<file path="config.mk">
export PLATFORM = sky130hd
export DESIGN_NAME = legv8_multicycle_control
export DESIGN_NICKNAME = d
export VERILOG_FILES = /design/src/rtl/legv8_multicycle_control.sv
export SDC_FILE = /design/constraint.sdc
export NUM_CORES = 1
export LEC_CHECK = 0
export ABC_AREA = 1
export BUFFER_PORTS_ARGS = -buffer_cell sky130_fd_sc_hd__buf_2
export CAP_MARGIN = 15
export CORE_MARGIN = 3
export CORE_UTILIZATION = 53
export CTS_BUF_LIST = sky130_fd_sc_hd__clkbuf_8
export DETAILED_ROUTE_END_ITERATION = 8
export GPL_ROUTABILITY_DRIVEN = 0
export PLACE_DENSITY_LB_ADDON = 0.12
export SETUP_SLACK_MARGIN = 0.4
export SYNTH_ARGS = -nofsm -noshare
export SYNTH_HDL_FRONTEND = slang
export SYNTH_SLANG_ARGS = --single-unit
</file>
<file path="constraint.sdc">
create_clock -name clock -period 1.8 [get_ports clock]
set_input_delay 0.36 -clock clock [delete_from_list [all_inputs] [get_ports clock]]
set_output_delay 0.36 -clock clock [all_outputs]
set_load 0.01 [all_outputs]
</file>
<file path="src/rtl/legv8_multicycle_control.sv">
// Multicycle LEGv8 control unit: sequences FETCH/DECODE/EXEC/MEM/WB per instruction,
// handshakes with a variable-latency unified memory, and traps on illegal opcodes or memory timeouts.
module legv8_multicycle_control #(
    parameter int ALUOP_W     = 2,
    parameter int MEM_TIMEOUT = 15,
    parameter bit ENABLE_TRAP = 1'b1
) (
    input  logic               clock,
    input  logic               reset_n,
    input  logic [10:0]        opcode,
    input  logic               zero,
    input  logic               mem_ready,
    output logic               mem_req,
    output logic               mem_we,
    output logic               ir_write,
    output logic               pc_write,
    output logic               pc_src,
    output logic               reg2loc,
    output logic               alu_src,
    output logic               mem_read,
    output logic               mem_to_reg,
    output logic               reg_write,
    output logic [ALUOP_W-1:0] alu_op,
    output logic               instr_done,
    output logic               illegal_op,
    output logic               timeout
);

    localparam int CNT_W = $clog2(MEM_TIMEOUT + 1);

    typedef enum logic [2:0] {
        IDLE, FETCH, DECODE, EXEC, MEM, WB, TRAP
    } ctrlState;

    typedef enum logic [3:0] {
        OP_B, OP_ADDI, OP_CBZ, OP_CBNZ, OP_LDUR, OP_STUR,
        OP_ADD, OP_SUB, OP_AND, OP_ORR, OP_ILLEGAL
    } instrClass;

    // Short-form encodings are matched first so their don't-care bits never alias a full compare.
    function automatic instrClass classify(input logic [10:0] op);
        if (op[10:5] == 6'b000101)           return OP_B;
        else if (op[10:1] == 10'b1001000100) return OP_ADDI;
        else if (op[10:3] == 8'b10110100)    return OP_CBZ;
        else if (op[10:3] == 8'b10110101)    return OP_CBNZ;
        else begin
            case (op)
                11'b11111000010: return OP_LDUR;
                11'b11111000000: return OP_STUR;
                11'b10001011000: return OP_ADD;
                11'b11001011000: return OP_SUB;
                11'b10001010000: return OP_AND;
                11'b10101010000: return OP_ORR;
                default:         return OP_ILLEGAL;
            endcase
        end
    endfunction

    ctrlState        state;
    logic [10:0]     opLatched;
    logic [CNT_W-1:0] waitCnt;
    instrClass       liveClass;
    instrClass       heldClass;
    logic            waitLimit;

    assign liveClass = classify(opcode);
    assign heldClass = classify(opLatched);
    assign waitLimit = (waitCnt == CNT_W'(MEM_TIMEOUT));

    // NOTE: all state updates use non-blocking assignments so every flop samples pre-edge values.
    always_ff @(posedge clock or negedge reset_n) begin
        if (!reset_n) begin
            state      <= IDLE;
            opLatched  <= '0;
            waitCnt    <= '0;
            illegal_op <= 1'b0;
            timeout    <= 1'b0;
        end else begin
            case (state)
                IDLE: state <= FETCH;
                FETCH, MEM: begin
                    if (mem_ready) begin
                        waitCnt <= '0;
                        if (state == FETCH)             state <= DECODE;
                        else if (heldClass == OP_LDUR)  state <= WB;
                        else                            state <= FETCH;
                    end else if (waitLimit) begin
                        waitCnt <= '0;
                        timeout <= 1'b1;
                        state   <= TRAP;
                    end else begin
                        waitCnt <= waitCnt + CNT_W'(1);
                    end
                end
                DECODE: begin
                    opLatched <= opcode;
                    if (liveClass != OP_ILLEGAL) begin
                        state <= EXEC;
                    end else if (ENABLE_TRAP) begin
                        illegal_op <= 1'b1;
                        state      <= TRAP;
                    end else begin
                        state <= FETCH;
                    end
                end
                EXEC: begin
                    case (heldClass)
                        OP_B, OP_CBZ, OP_CBNZ: state <= FETCH;
                        OP_LDUR, OP_STUR:      state <= MEM;
                        default:               state <= WB;
                    endcase
                end
                WB:      state <= FETCH;
                TRAP:    state <= TRAP;
                default: state <= IDLE;
            endcase
        end
    end

    // NOTE: every output is defaulted first so no state path can leave one unassigned and infer a latch.
    always_comb begin
        mem_req    = 1'b0;
        mem_we     = 1'b0;
        ir_write   = 1'b0;
        pc_write   = 1'b0;
        pc_src     = 1'b0;
        reg2loc    = 1'b0;
        alu_src    = 1'b0;
        mem_read   = 1'b0;
        mem_to_reg = 1'b0;
        reg_write  = 1'b0;
        alu_op     = '0;
        instr_done = 1'b0;
        case (state)
            FETCH: begin
                mem_req  = 1'b1;
                mem_read = 1'b1;
                ir_write = mem_ready;
                pc_write = mem_ready;
            end
            DECODE: instr_done = (liveClass == OP_ILLEGAL) && !ENABLE_TRAP;
            EXEC: begin
                case (heldClass)
                    OP_B: begin
                        pc_write   = 1'b1;
                        pc_src     = 1'b1;
                        instr_done = 1'b1;
                    end
                    OP_CBZ, OP_CBNZ: begin
                        reg2loc    = 1'b1;
                        alu_op     = ALUOP_W'(2'b01);
                        pc_write   = (heldClass == OP_CBZ) ? zero : !zero;
                        pc_src     = pc_write;
                        instr_done = 1'b1;
                    end
                    OP_ADDI:                alu_src = 1'b1;
                    OP_SUB, OP_AND, OP_ORR: alu_op  = ALUOP_W'(2'b10);
                    OP_LDUR:                alu_src = 1'b1;
                    OP_STUR: begin
                        alu_src = 1'b1;
                        reg2loc = 1'b1;
                    end
                    default: ;
                endcase
            end
            MEM: begin
                mem_req    = 1'b1;
                alu_src    = 1'b1;
                mem_read   = (heldClass == OP_LDUR);
                mem_we     = (heldClass == OP_STUR);
                reg2loc    = (heldClass == OP_STUR);
                instr_done = (heldClass == OP_STUR) && mem_ready;
            end
            WB: begin
                reg_write  = 1'b1;
                mem_to_reg = (heldClass == OP_LDUR);
                instr_done = 1'b1;
            end
            default: ;
        endcase
    end

endmodule

</file>
==> results.md <==
- Synth warnings: 0
- Met1 usage: 0.356
- Ant diodes: 0
- Pwr Total: 3.53 mW
- Worst min path class: primary input to asynchronous set/reset pin
- Flop2flop setup slack: 0.30 ns
- Max_cap viols: 0
- Fin worst setup slack: -0.499 ns
- Dpl ws: -0.0640 ns
- Worst EP arrival: 1.94 ns
- Iter 0 DRT Violations: 171
- Finished Layout Cells: 333
- Worst-Skew Late Latency: 0.25 ns
- Worst flop-to-flop path startpoint: state[2]
- Mapped Cells: 237
- Most frequent cells in the layout: nand2_1, inv_1, buf_2
- Crit Path Class: flop to primary output
- Number of nets still failing antenna checks after routing: 0
- Clock-pin slew on the worst setup and hold paths: 0.07 ns
- Fin nets: 321
- Hold Fails Final Rpt: 0
- Sequential area share after synthesis: 0.337
- FILL cells: 108
- Initial antenna violation count: 0
- Gr busiest metal: met2
- F_max: 435 MHz
- Gr ovfl total: 0
- First-pass GRT wire length: 7260 microns
- Clk sinks: 20
- Final Cell Area: 2330 sq um
- Hold buffers post-CTS: 0
- Drt drc: 0
- CP Launch Type: flop
- Worst vdd ir: 1.15 mV
- Via Count: 1,950
- Placed Instance Area: 1780 sq um
- Worst R2R Path Depth: 12
- Failing checks: negative setup slack
- Clock buffer depth: 2
- Max Slew Vio Count: 0
- Largest net degree at the start of global routing: 23
- Placed cell count: 305
- Mean Syn Cell Area: 6.27 sq um
- WL per Instance: 17.1 microns
- Clock root buffer master: clkbuf_8
- Syn Nets: 253
- Worst Skew: 0.000884 ns
- GRT met3 Usage: 0.0285
- DP HPWL: 2770 microns
- Commonest non-fill, non-tap cell in the layout: nand2_1
- Flops & latches, synth: 20
- H-tree depth: 1
- Mapped cell area: 1490 sq um
- Row count: 18
- CTS Buf Count: 3
- Total GRT Usage: 0.271
- RSZ-0062 raised after global routing: true
- Initial Utilization: 0.578
- Worst Path Required: 1.44 ns
- Core area: 2570 sq um
- Crit. End Element: primary output
- Die X: 58.9 microns
- Final cycle utilization of the critical path: 1.28
- Synth cell types: 24
- Status: finished, violations left
- Drt pass-1 iters: 7
- Vias in the first global route: 1,686
- Max-Slew Margin vs Limit: 0.709
- Worst R2R End: state[1]
- WL final: 5700 microns
- Area grow syn2layout: 56.9%
- Leak: 1.21 nW
- Number of placed I/O pins: 30
- Share of layout cells above drive strength 1: 0.479
- Met2 Use GR: 0.445
- Endpoints failing setup: 10
- Die area: 3470 sq um
- Min Tclk post-route: 2.30 ns
- Total power divided by cell area: 1510 nW/um^2
- CP max FO: 4
- Worst slew pin tran: 0.437 ns
- CTS tree: yes
- Die height: 58.9 microns
- PortBufs: 29
- DR vias/cell: 5.86
flip-flops by register name, indices dropped and copies added (netlist names):
register	flops
opLatched	11
waitCnt	4
state	3
illegal_op	1
timeout	1
synth_stat cells (all sizes together):
cell / number / area share
a21oi: 6 / 0.020
a31o: 1 / 0.0059
and2: 1 / 0.0059
clkbuf: 2 / 0.0051
clkinv: 1 / 0.0025
dfrtp: 20 / 0.34
ha: 1 / 0.0084
inv: 42 / 0.11
nand2: 73 / 0.19
nand3: 19 / 0.064
nand4: 6 / 0.025
nor2: 32 / 0.091
nor3: 5 / 0.024
o211ai: 1 / 0.0051
o21ai: 21 / 0.071
o21bai: 2 / 0.010
o221ai: 1 / 0.0059
xnor2: 1 / 0.0059
xor2: 2 / 0.012
power by group:
part	total (mW)	switching, mW	internal, mW
Sequential	0.898	0.246	0.652
Combinational	2.35	1.36	0.991
Clock	0.282	0.134	0.149
Total	3.53	1.74	1.79
critical path, cell delays in order (launching register included):
cell and delay [ns]:
dfrtp_1 0.40, inv_2 0.12, nand2_2 0.07, nor2_2 0.15
nand4_1 0.21, and2_4 0.24, nand2_2 0.07, nand2_4 0.07
clkinv_2 0.07, nand2_2 0.07, nor2_4 0.11, buf_6 0.10
cell type report:
class | count | area [sq um] | share of cell area
multi-input combinational | 172 | 1070 | 0.458
timing repair buffer | 65 | 512 | 0.220
sequential | 20 | 504 | 0.216
inverter | 43 | 168 | 0.0720
clock buffer | 3 | 41.3 | 0.0177
tap | 30 | 37.5 | 0.0161
logic make-up after synthesis:
family	after synthesis	synth area share
XOR/XNOR	3	0.0177
buffers and inverters	45	0.114
adder cells (fa/ha/maj)	1	0.00842
AO/OA/AOI/OAI	32	0.118
flip-flops	20	0.337
AND/OR/NAND/NOR	136	0.405
per-stage QoR:
step | util | hold WS, ns | setup TNS (ns)
6_report | 0.907 | 0.0416 | -3.41
3_5_place_dp | 0.692 | 0.328 | -0.0640
5_1_grt | 0.907 | 0.0624 | -4.19
4_1_cts | 0.811 | 0.0591 | -1.99
3_3_place_gp | 0.692 | 0.324 | -0.0388
2_1_floorplan | - | 0.0644 | 0
how the worst max path moves through the flow:
| stage | startpoint | endpoint | slack [ns] | depth (start not counted) |
|---|---|---|---|---|
| floorplan | opLatched[7] | pc_src | 0.17 | 11 |
| detailed placement | opLatched[7] | pc_src | -0.06 | 12 |
| finish | opLatched[9] | pc_src | -0.50 | 11 |
| global placement | opLatched[7] | pc_src | -0.04 | 12 |
| global route | opLatched[9] | pc_src | -0.57 | 11 |
| CTS | opLatched[7] | pc_src | -0.28 | 12 |
routing by layer:
metal  part of all wire  routed length [microns]
met5                  0                        0
met4              0.038                      219
met3              0.087                      494
met2               0.49                     2770
met1               0.39                     2220
repair_timing:
action | 4_1_cts | 5_1_grt
hold endpoints to repair | 0 | 0
setup endpoints to repair | 17 | 28
pin swaps | 15 | 11
resized for setup | 41 | 51
setup buffers | 18 | 7
(Power assumes the default switching activity.)
